### src/rtl/trail_backtracker_pkg.sv
// rtl/trail_backtracker_pkg.sv - shared widths, trail entry layout and FSM states for the trail backtracker
package trail_backtracker_pkg;

    localparam int VAR_W           = 8;
    localparam int BOOL_STACK_SIZE = 16;
    localparam int DEPTH_W         = $clog2(BOOL_STACK_SIZE + 1);
    localparam int ENTRY_W         = VAR_W + 2;

    typedef struct packed {
        logic             is_dec;
        logic [VAR_W-1:0] var_id;
        logic             val;
    } trail_entry_t;

    typedef enum logic [2:0] {
        ST_IDLE  = 3'd0,
        ST_POP   = 3'd1,
        ST_WAIT  = 3'd2,
        ST_CHECK = 3'd3,
        ST_EMIT  = 3'd4,
        ST_UNSAT = 3'd5
    } bt_state_e;

endpackage

### src/rtl/trail_backtracker.sv
// rtl/trail_backtracker.sv - pushes assignments onto an external trail stack and unwinds it to the last decision on conflict
module trail_backtracker
    import trail_backtracker_pkg::*;
(
    input  logic               clock,
    input  logic               reset,
    input  logic               assign_valid,
    input  logic [VAR_W-1:0]   assign_var,
    input  logic               assign_val,
    input  logic               assign_is_dec,
    output logic               assign_ready,
    input  logic               conflict,
    output logic               bt_valid,
    output logic [VAR_W-1:0]   bt_var,
    output logic               bt_val,
    input  logic               bt_ready,
    output logic [DEPTH_W-1:0] bt_depth,
    output logic               unassign_valid,
    output logic [VAR_W-1:0]   unassign_var,
    output logic               unsat,
    output logic               stk_push,
    output logic               stk_pop,
    output logic [ENTRY_W-1:0] stk_din,
    input  logic [ENTRY_W-1:0] stk_dout,
    input  logic               stk_full,
    input  logic               stk_empty
);

    localparam logic [2:0] IDLE  = ST_IDLE;
    localparam logic [2:0] POP   = ST_POP;
    localparam logic [2:0] WAIT  = ST_WAIT;
    localparam logic [2:0] CHECK = ST_CHECK;
    localparam logic [2:0] EMIT  = ST_EMIT;
    localparam logic [2:0] UNSAT = ST_UNSAT;

    logic [2:0]   state;
    trail_entry_t top_entry;
    logic         assign_fire;
    logic         flip_fire;

    assign top_entry = trail_entry_t'(stk_dout);

    // Stack strobes are combinational for zero-latency pushes, so they are
    // gated by reset to keep the stack quiet the instant reset asserts.
    assign assign_ready = !reset && (state == IDLE) && !stk_full && !conflict;
    assign assign_fire  = assign_valid && assign_ready;
    assign flip_fire    = !reset && (state == EMIT) && bt_ready;
    assign stk_push     = assign_fire || flip_fire;
    assign stk_pop      = !reset && (state == POP) && !stk_empty;

    always_comb begin
        stk_din = '0;
        if (assign_fire) begin
            stk_din = {assign_is_dec, assign_var, assign_val};
        end else if (flip_fire) begin
            stk_din = {1'b0, bt_var, bt_val};
        end
    end

    always_ff @(posedge clock or posedge reset) begin
        if (reset) begin
            state          <= IDLE;
            bt_valid       <= 1'b0;
            bt_var         <= '0;
            bt_val         <= 1'b0;
            bt_depth       <= '0;
            unassign_valid <= 1'b0;
            unassign_var   <= '0;
            unsat          <= 1'b0;
        end else begin
            unassign_valid <= 1'b0;
            case (state)
                IDLE: begin
                    if (conflict) begin
                        bt_depth <= '0;
                        state    <= POP;
                    end
                end
                POP: begin
                    if (stk_empty) begin
                        unsat <= 1'b1;
                        state <= UNSAT;
                    end else begin
                        state <= WAIT;
                    end
                end
                WAIT: state <= CHECK;
                CHECK: begin
                    unassign_valid <= 1'b1;
                    unassign_var   <= top_entry.var_id;
                    if (bt_depth != '1) begin
                        bt_depth <= bt_depth + DEPTH_W'(1);
                    end
                    if (top_entry.is_dec) begin
                        bt_valid <= 1'b1;
                        bt_var   <= top_entry.var_id;
                        bt_val   <= !top_entry.val;
                        state    <= EMIT;
                    end else begin
                        state <= POP;
                    end
                end
                EMIT: begin
                    if (bt_ready) begin
                        bt_valid <= 1'b0;
                        state    <= IDLE;
                    end
                end
                UNSAT: unsat <= 1'b1;
                default: state <= IDLE;
            endcase
        end
    end

endmodule
### config.mk
export PLATFORM = sky130hd
export DESIGN_NAME = trail_backtracker
export DESIGN_NICKNAME = d
export VERILOG_FILES = /design/src/rtl/trail_backtracker_pkg.sv /design/src/rtl/trail_backtracker.sv
export SDC_FILE = /design/constraint.sdc
export NUM_CORES = 1
export LEC_CHECK = 0
export BUFFER_PORTS_ARGS = -buffer_cell sky130_fd_sc_hd__buf_2
export CORE_MARGIN = 2
export CORE_UTILIZATION = 49
export DETAILED_ROUTE_END_ITERATION = 10
export GPL_TIMING_DRIVEN = 0
export PLACE_DENSITY = 0.84
export SETUP_SLACK_MARGIN = 0.1
export SLEW_MARGIN = 20
export SYNTH_ARGS = -nofsm -noshare
export SYNTH_HDL_FRONTEND = slang
export SYNTH_SLANG_ARGS = --single-unit
### constraint.sdc
create_clock -name clock -period 4.4 [get_ports clock]
set_clock_uncertainty 0.15 [all_clocks]
set_input_delay 0.44 -clock clock [delete_from_list [all_inputs] [get_ports clock]]
set_output_delay 0.44 -clock clock [all_outputs]
set_load 0.005 [all_outputs]
Yosys cells after proc, flatten, opt, wreduce, memory -nomap -nowiden
Index checks and enable logic that the tools add are counted.
Widths: inputs -> output; s select.
- add/sub/neg operators: 1
- equality and inequality tests: 11
- muxes and demuxes: 16
- bitwise logic cells: 1
- reductions and logical operators: 23
- operator list (cell ; count):
    $pmux 3 s6 ; 1
    $mux 3 ; 4
    $mux 10 ; 1
    $mux 5 ; 2
    $ne 2x2->1 const B ; 5
    $pmux 5 s2 ; 1
    $mux 9 ; 1
    $reduce_and 3->1 ; 3
    $logic_and 1x1->1 ; 8
    $eq 3x2->1 const B ; 2
    $eq 3x3->1 const B ; 2
    $reduce_bool 2->1 ; 3
    $add 5x1->5 const B ; 1
    $logic_not 1->1 ; 5
    $ne 5x5->1 const B ; 1
    $mux 1 ; 4
    $pmux 1 s2 ; 2
    $reduce_and 2->1 ; 2
    $eq 3x1->1 const B ; 1
    $logic_not 3->1 ; 1
    $logic_or 1x1->1 ; 1
    $not 1->1 ; 1
- register bits: 28
- output and inout bits: 38
- word-level logic and storage cells: 60

Logic depth before layout (Yosys ltp)
- word-level depth: 6
- depth in mapped cells: 6

Worst setup path before layout
No wires, ideal clock.
- path type: register to output
- from: register state[0]
- to: output port stk_din[9]
- data arrival time: 1435 ps
- required time: 3810 ps
- setup slack: 2375 ps
- stages on the path, launching flop included: 6
- cells stage by stage: dfrtp_1 buf_6 or3_4 and4bb_2 buf_4 and2_1
- longest elaborated chain between the ends: 6
- ends and longest elaborated chain (item ; line ; RTL):
    start, declared ; trail_backtracker.sv:36 ; logic [2:0] state;
    start signal, assigned ; trail_backtracker.sv:62 ; state <= IDLE;
    start signal, assigned ; trail_backtracker.sv:76 ; state <= POP;
    start signal, assigned ; trail_backtracker.sv:82 ; state <= UNSAT;
    $logic_not 3->1 ; trail_backtracker.sv:45 ; assign assign_ready = !reset && (state == IDLE) && !stk_full && !conflict;
    $logic_and 1x1->1 (3 in series) ; trail_backtracker.sv:45 ;
    $logic_and 1x1->1 ; trail_backtracker.sv:46 ; assign assign_fire = assign_valid && assign_ready;
    $mux 10 ; trail_backtracker.sv:53 ; if (assign_fire) begin
    end, declared ; trail_backtracker.sv:23 ; output logic [ENTRY_W-1:0] stk_din,
No other way between the ends.

Final worst setup path
- from: register state[0]
- to: output port stk_din[3]
- longest elaborated chain between the ends: 6
- ends and longest elaborated chain (item ; line):
    $logic_not 3->1 ; trail_backtracker.sv:45
    $logic_and 1x1->1 (3 in series) ; trail_backtracker.sv:45
    $logic_and 1x1->1 ; trail_backtracker.sv:46
    $mux 10 (*) ; trail_backtracker.sv:53
Mark *: on every way between the ends. The rest lies on a longest branch, timed or not.

==> run_summary.xml <==
<?xml version="1.0" encoding="UTF-8"?>
<metrics>
  <group name="outcome">
    <metric name="run_status" unit="">completed</metric>
  </group>
  <group name="synthesis">
    <metric name="netlist_area" unit="um2">1350</metric>
    <metric name="yosys_register_bits" unit="">28</metric>
    <metric name="synthDistinctLibCells" unit="">33</metric>
    <metric name="synth_flop_cell" unit="">sky130_fd_sc_hd__dfrtp_1</metric>
    <metric name="synth_seq_area_share" unit="%">52.0</metric>
    <metric name="synth_enable_flop_cells" unit="">0</metric>
    <metric name="mapped_cells" unit="">132</metric>
    <metric name="synthesis.area_per_instance" unit="um2">10.2</metric>
    <metric name="yosysWarningCount" unit="">0</metric>
    <metric name="asyncSetResetFlopFracSynth" unit="%">100</metric>
    <metric name="syn-num-nets" unit="">161</metric>
  </group>
  <group name="clock_network">
    <metric name="post_cts_buffers" unit="">0</metric>
    <metric name="clock_tree_from_tritoncts" unit="">yes</metric>
    <metric name="numClockSinks" unit="">28</metric>
    <metric name="cts-resized-gates" unit="">0</metric>
    <metric name="cts.root.buffer_cell" unit="">sky130_fd_sc_hd__clkbuf_4</metric>
    <metric name="clock_insertion_delay_worst_skew" unit="ns">0.33</metric>
    <metric name="postCtsHoldBufs" unit="">0</metric>
    <metric name="cts_inserted_buffers" unit="">3</metric>
    <metric name="htree_num_levels" unit="">1</metric>
    <metric name="cts_buffer_depth" unit="">2</metric>
    <metric name="clkSlewWorstSetupHoldPaths" unit="ns">0.16</metric>
  </group>
  <group name="worst_hold_path">
    <metric name="hold_path.class" unit="">input port to asynchronous set/reset pin</metric>
  </group>
  <group name="route">
    <metric name="viasPerCell" unit="">5.30</metric>
    <metric name="ant_nets" unit="">0</metric>
    <metric name="drtIter0Drc" unit="">18</metric>
    <metric name="route.vias.total" unit="">1225</metric>
    <metric name="drt_wl_total" unit="mm">3.16</metric>
    <metric name="detail_route.first_pass.iterations" unit="">4</metric>
    <metric name="routed_wire_length_per_instance" unit="um">13.7</metric>
    <metric name="drt_drc_violations_left" unit="">0</metric>
  </group>
  <group name="setup_path">
    <metric name="critical_path_peak_fanout" unit="">10</metric>
    <metric name="required" unit="ns">3.81</metric>
    <metric name="timing.reg2reg.setup_slack" unit="ns">2.43</metric>
    <metric name="timing.reg2reg.worst_path_depth" unit="">5</metric>
    <metric name="critPathCaptureType" unit="">primary output</metric>
    <metric name="slowest_stage" unit="">sky130_fd_sc_hd__dfrtp_1</metric>
    <metric name="worstPathCellList" unit="">buf_6, or3_4, and4bb_2, buf_4, a22o_1, buf_2</metric>
    <metric name="worst-setup-path-type" unit="">flop to primary output</metric>
    <metric name="critical_path.endpoint" unit="">stk_din[3]</metric>
    <metric name="timing.critical_path.from" unit="">state[0]</metric>
    <metric name="cp.arrival" unit="ns">2.00</metric>
    <metric name="rr_startpoint" unit="">bt_depth[0]</metric>
    <metric name="critical_path.startpoint_type" unit="">flop</metric>
    <metric name="critPathMaxStageDelay" unit="ns">0.40</metric>
    <metric name="reg2reg_to" unit="">bt_depth[3]</metric>
  </group>
  <group name="floorplanning">
    <metric name="die_area" unit="um2">3190</metric>
    <metric name="initial_utilization" unit="%">50.2</metric>
    <metric name="die_width" unit="um">56.4</metric>
    <metric name="chip_height" unit="um">56.4</metric>
    <metric name="core" unit="um2">2690</metric>
    <metric name="io-pin-count" unit="">65</metric>
    <metric name="rows" unit="">19</metric>
  </group>
  <group name="cells_and_area">
    <metric name="final_cell_area" unit="um2">1760</metric>
    <metric name="nNetsFinal" unit="">230</metric>
    <metric name="layout_commonest_cell" unit="">sky130_fd_sc_hd__buf_2</metric>
    <metric name="layout.core_utilization" unit="%">65.5</metric>
    <metric name="mostFrequentLayoutCells" unit="">64 x sky130_fd_sc_hd__buf_2, 31 x sky130_fd_sc_hd__nand2_1, 28 x sky130_fd_sc_hd__dfrtp_1</metric>
    <metric name="post_route_cells_drive_above_1_share" unit="%">42.5</metric>
    <metric name="fillers" unit="">224</metric>
    <metric name="syn2layout_area_growth" unit="%">30.5</metric>
    <metric name="insertedDiodeCount" unit="">0</metric>
  </group>
  <group name="placed_design">
    <metric name="dp.final_hpwl" unit="mm">2.40</metric>
    <metric name="gp_congestion" unit="">0.802</metric>
    <metric name="place.port_buffers" unit="">64</metric>
    <metric name="postPlaceCellArea" unit="um2">1710</metric>
  </group>
  <group name="timing">
    <metric name="setup_viol" unit="">0</metric>
    <metric name="timing.fmax" unit="MHz">386</metric>
    <metric name="drv_slew" unit="">0</metric>
    <metric name="timing.final.crit_share" unit="%">58.8</metric>
    <metric name="final-hold-violation-count" unit="">0</metric>
    <metric name="timing.slew.headroom" unit="%">60.9</metric>
    <metric name="setup_total_negative_slack" unit="ns">0</metric>
    <metric name="worst_pin_slew" unit="ns">0.586</metric>
    <metric name="finalWorstPathRequiredPeriod" unit="ns">2.59</metric>
    <metric name="unrepaired_setup_endpoints_after_global_routing" unit="">false</metric>
  </group>
  <group name="grt">
    <metric name="grt_antenna_before_repair" unit="">0</metric>
    <metric name="grt_first_pass_wirelength" unit="mm">5.15</metric>
    <metric name="grtUsageTotal" unit="%">20.5</metric>
    <metric name="grt_remaining_overflow" unit="">0</metric>
    <metric name="grt_pass1_vias" unit="">1106</metric>
    <metric name="grt_start_max_net_pins" unit="">29</metric>
  </group>
  <group name="flow_run">
    <metric name="cap_violations" unit="">0</metric>
  </group>
  <group name="power_and_ir_drop">
    <metric name="static_leakage" unit="nW">0.959</metric>
    <metric name="pwr_density_cell" unit="nW/um2">564</metric>
    <metric name="peak_supply_drop" unit="mV">0.381</metric>
  </group>
</metrics>
==> synth_stat cells (2+ instances only) <==
cell                       instances  area share, %
sky130_fd_sc_hd__nand2_1          31            8.6
sky130_fd_sc_hd__dfrtp_1          28             52
sky130_fd_sc_hd__a22o_1            9            5.8
sky130_fd_sc_hd__inv_1             8            2.2
sky130_fd_sc_hd__mux2_2            8            6.7
sky130_fd_sc_hd__o21ai_0           6            2.2
sky130_fd_sc_hd__clkbuf_1          5            1.4
sky130_fd_sc_hd__nor2_1            5            1.4
sky130_fd_sc_hd__mux2i_1           3            2.2
sky130_fd_sc_hd__ha_1              2            1.9
sky130_fd_sc_hd__nand3_1           2           0.74
sky130_fd_sc_hd__nand4b_1          2            1.3
sky130_fd_sc_hd__o211ai_1          2            1.1
sky130_fd_sc_hd__or3_1             2           0.93
==> power by group <==
part / leakage, nW / internal, W / switching (W) / total [W]
logic: 0.582 / 0.000196 / 0.000195 / 0.000390
clock network: 0.0279 / 0.0000921 / 0.0000757 / 0.000168
registers: 0.349 / 0.000361 / 0.0000728 / 0.000434
==> critical path, delay by kind of cell (launching register included) <==
| kind | cells | cell delay [ns] |
|---|---|---|
| and+or+nand+nor | 2 | 0.71 |
| buffers and inverters | 3 | 0.42 |
| DFF | 1 | 0.40 |
| AOI/OAI and AO/OA | 1 | 0.15 |
==> worst min-delay path by stage <==
stage                      endpoint  slack, ns
floorplan                     unsat       0.32
global route        unassign_var[0]       0.04
finish              unassign_var[0]       0.02
detailed placement  unassign_var[7]       0.31
CTS                          bt_val       0.13
global placement    unassign_var[2]       0.31
==> routing by layer <==
| layer | global-route usage (%) | vias up | wire length [um] |
|---|---|---|---|
| met5 | 0 | - | 0 |
| met4 | 6.12 | 0 | 15 |
| met3 | 3.46 | 2 | 208 |
| met2 | 32.7 | 49 | 1550 |
| met1 | 28.6 | 583 | 1390 |
| li1 | - | 591 | - |
==> logic make-up (layout without fill, tap and decap cells) <==
group                      Yosys count  after routing  synth area share (%)
muxes                               11             11                  8.91
and+or+nand+nor                     54             54                  20.0
AOI/OAI and AO/OA                   22             22                  12.3
DFF                                 28             28                  52.0
adders and majority gates            2              2                  1.86
buffers and inverters               15             83                  5.01
==> flip-flops by register name, indices dropped and copies added, names as in the netlist <==
name            cells
bt_valid            1
state               3
unsat               1
bt_depth            5
bt_var              8
unassign_var        8
bt_val              1
unassign_valid      1
==> final cells by class <==
| type | count | area (um2) | area share, % |
|---|---|---|---|
| Sequential cell | 28 | 701 | 39.8 |
| Multi-Input combinational cell | 89 | 579 | 32.9 |
| Timing Repair Buffer | 64 | 320 | 18.2 |
| Tap cell | 31 | 38.8 | 2.20 |
| Buffer | 7 | 37.5 | 2.13 |
| Clock inverter | 1 | 30.0 | 1.71 |
| Inverter | 8 | 30.0 | 1.71 |
| Clock buffer | 3 | 22.5 | 1.28 |
==> per-stage QoR <==
stage / power (W) / worst slack (ns) / hold WS, ns / cells
floorplan: 0.000663 / 2.38 / 0.318 / 132
global placement: 0.000811 / 2.19 / 0.305 / 227
detailed placement: 0.000830 / 2.16 / 0.313 / 227
CTS: 0.000997 / 1.80 / 0.130 / 231
global route: 0.00106 / 1.69 / 0.0397 / 231
finish: 0.000992 / 1.81 / 0.0228 / 231
(Power assumes the default switching activity.)
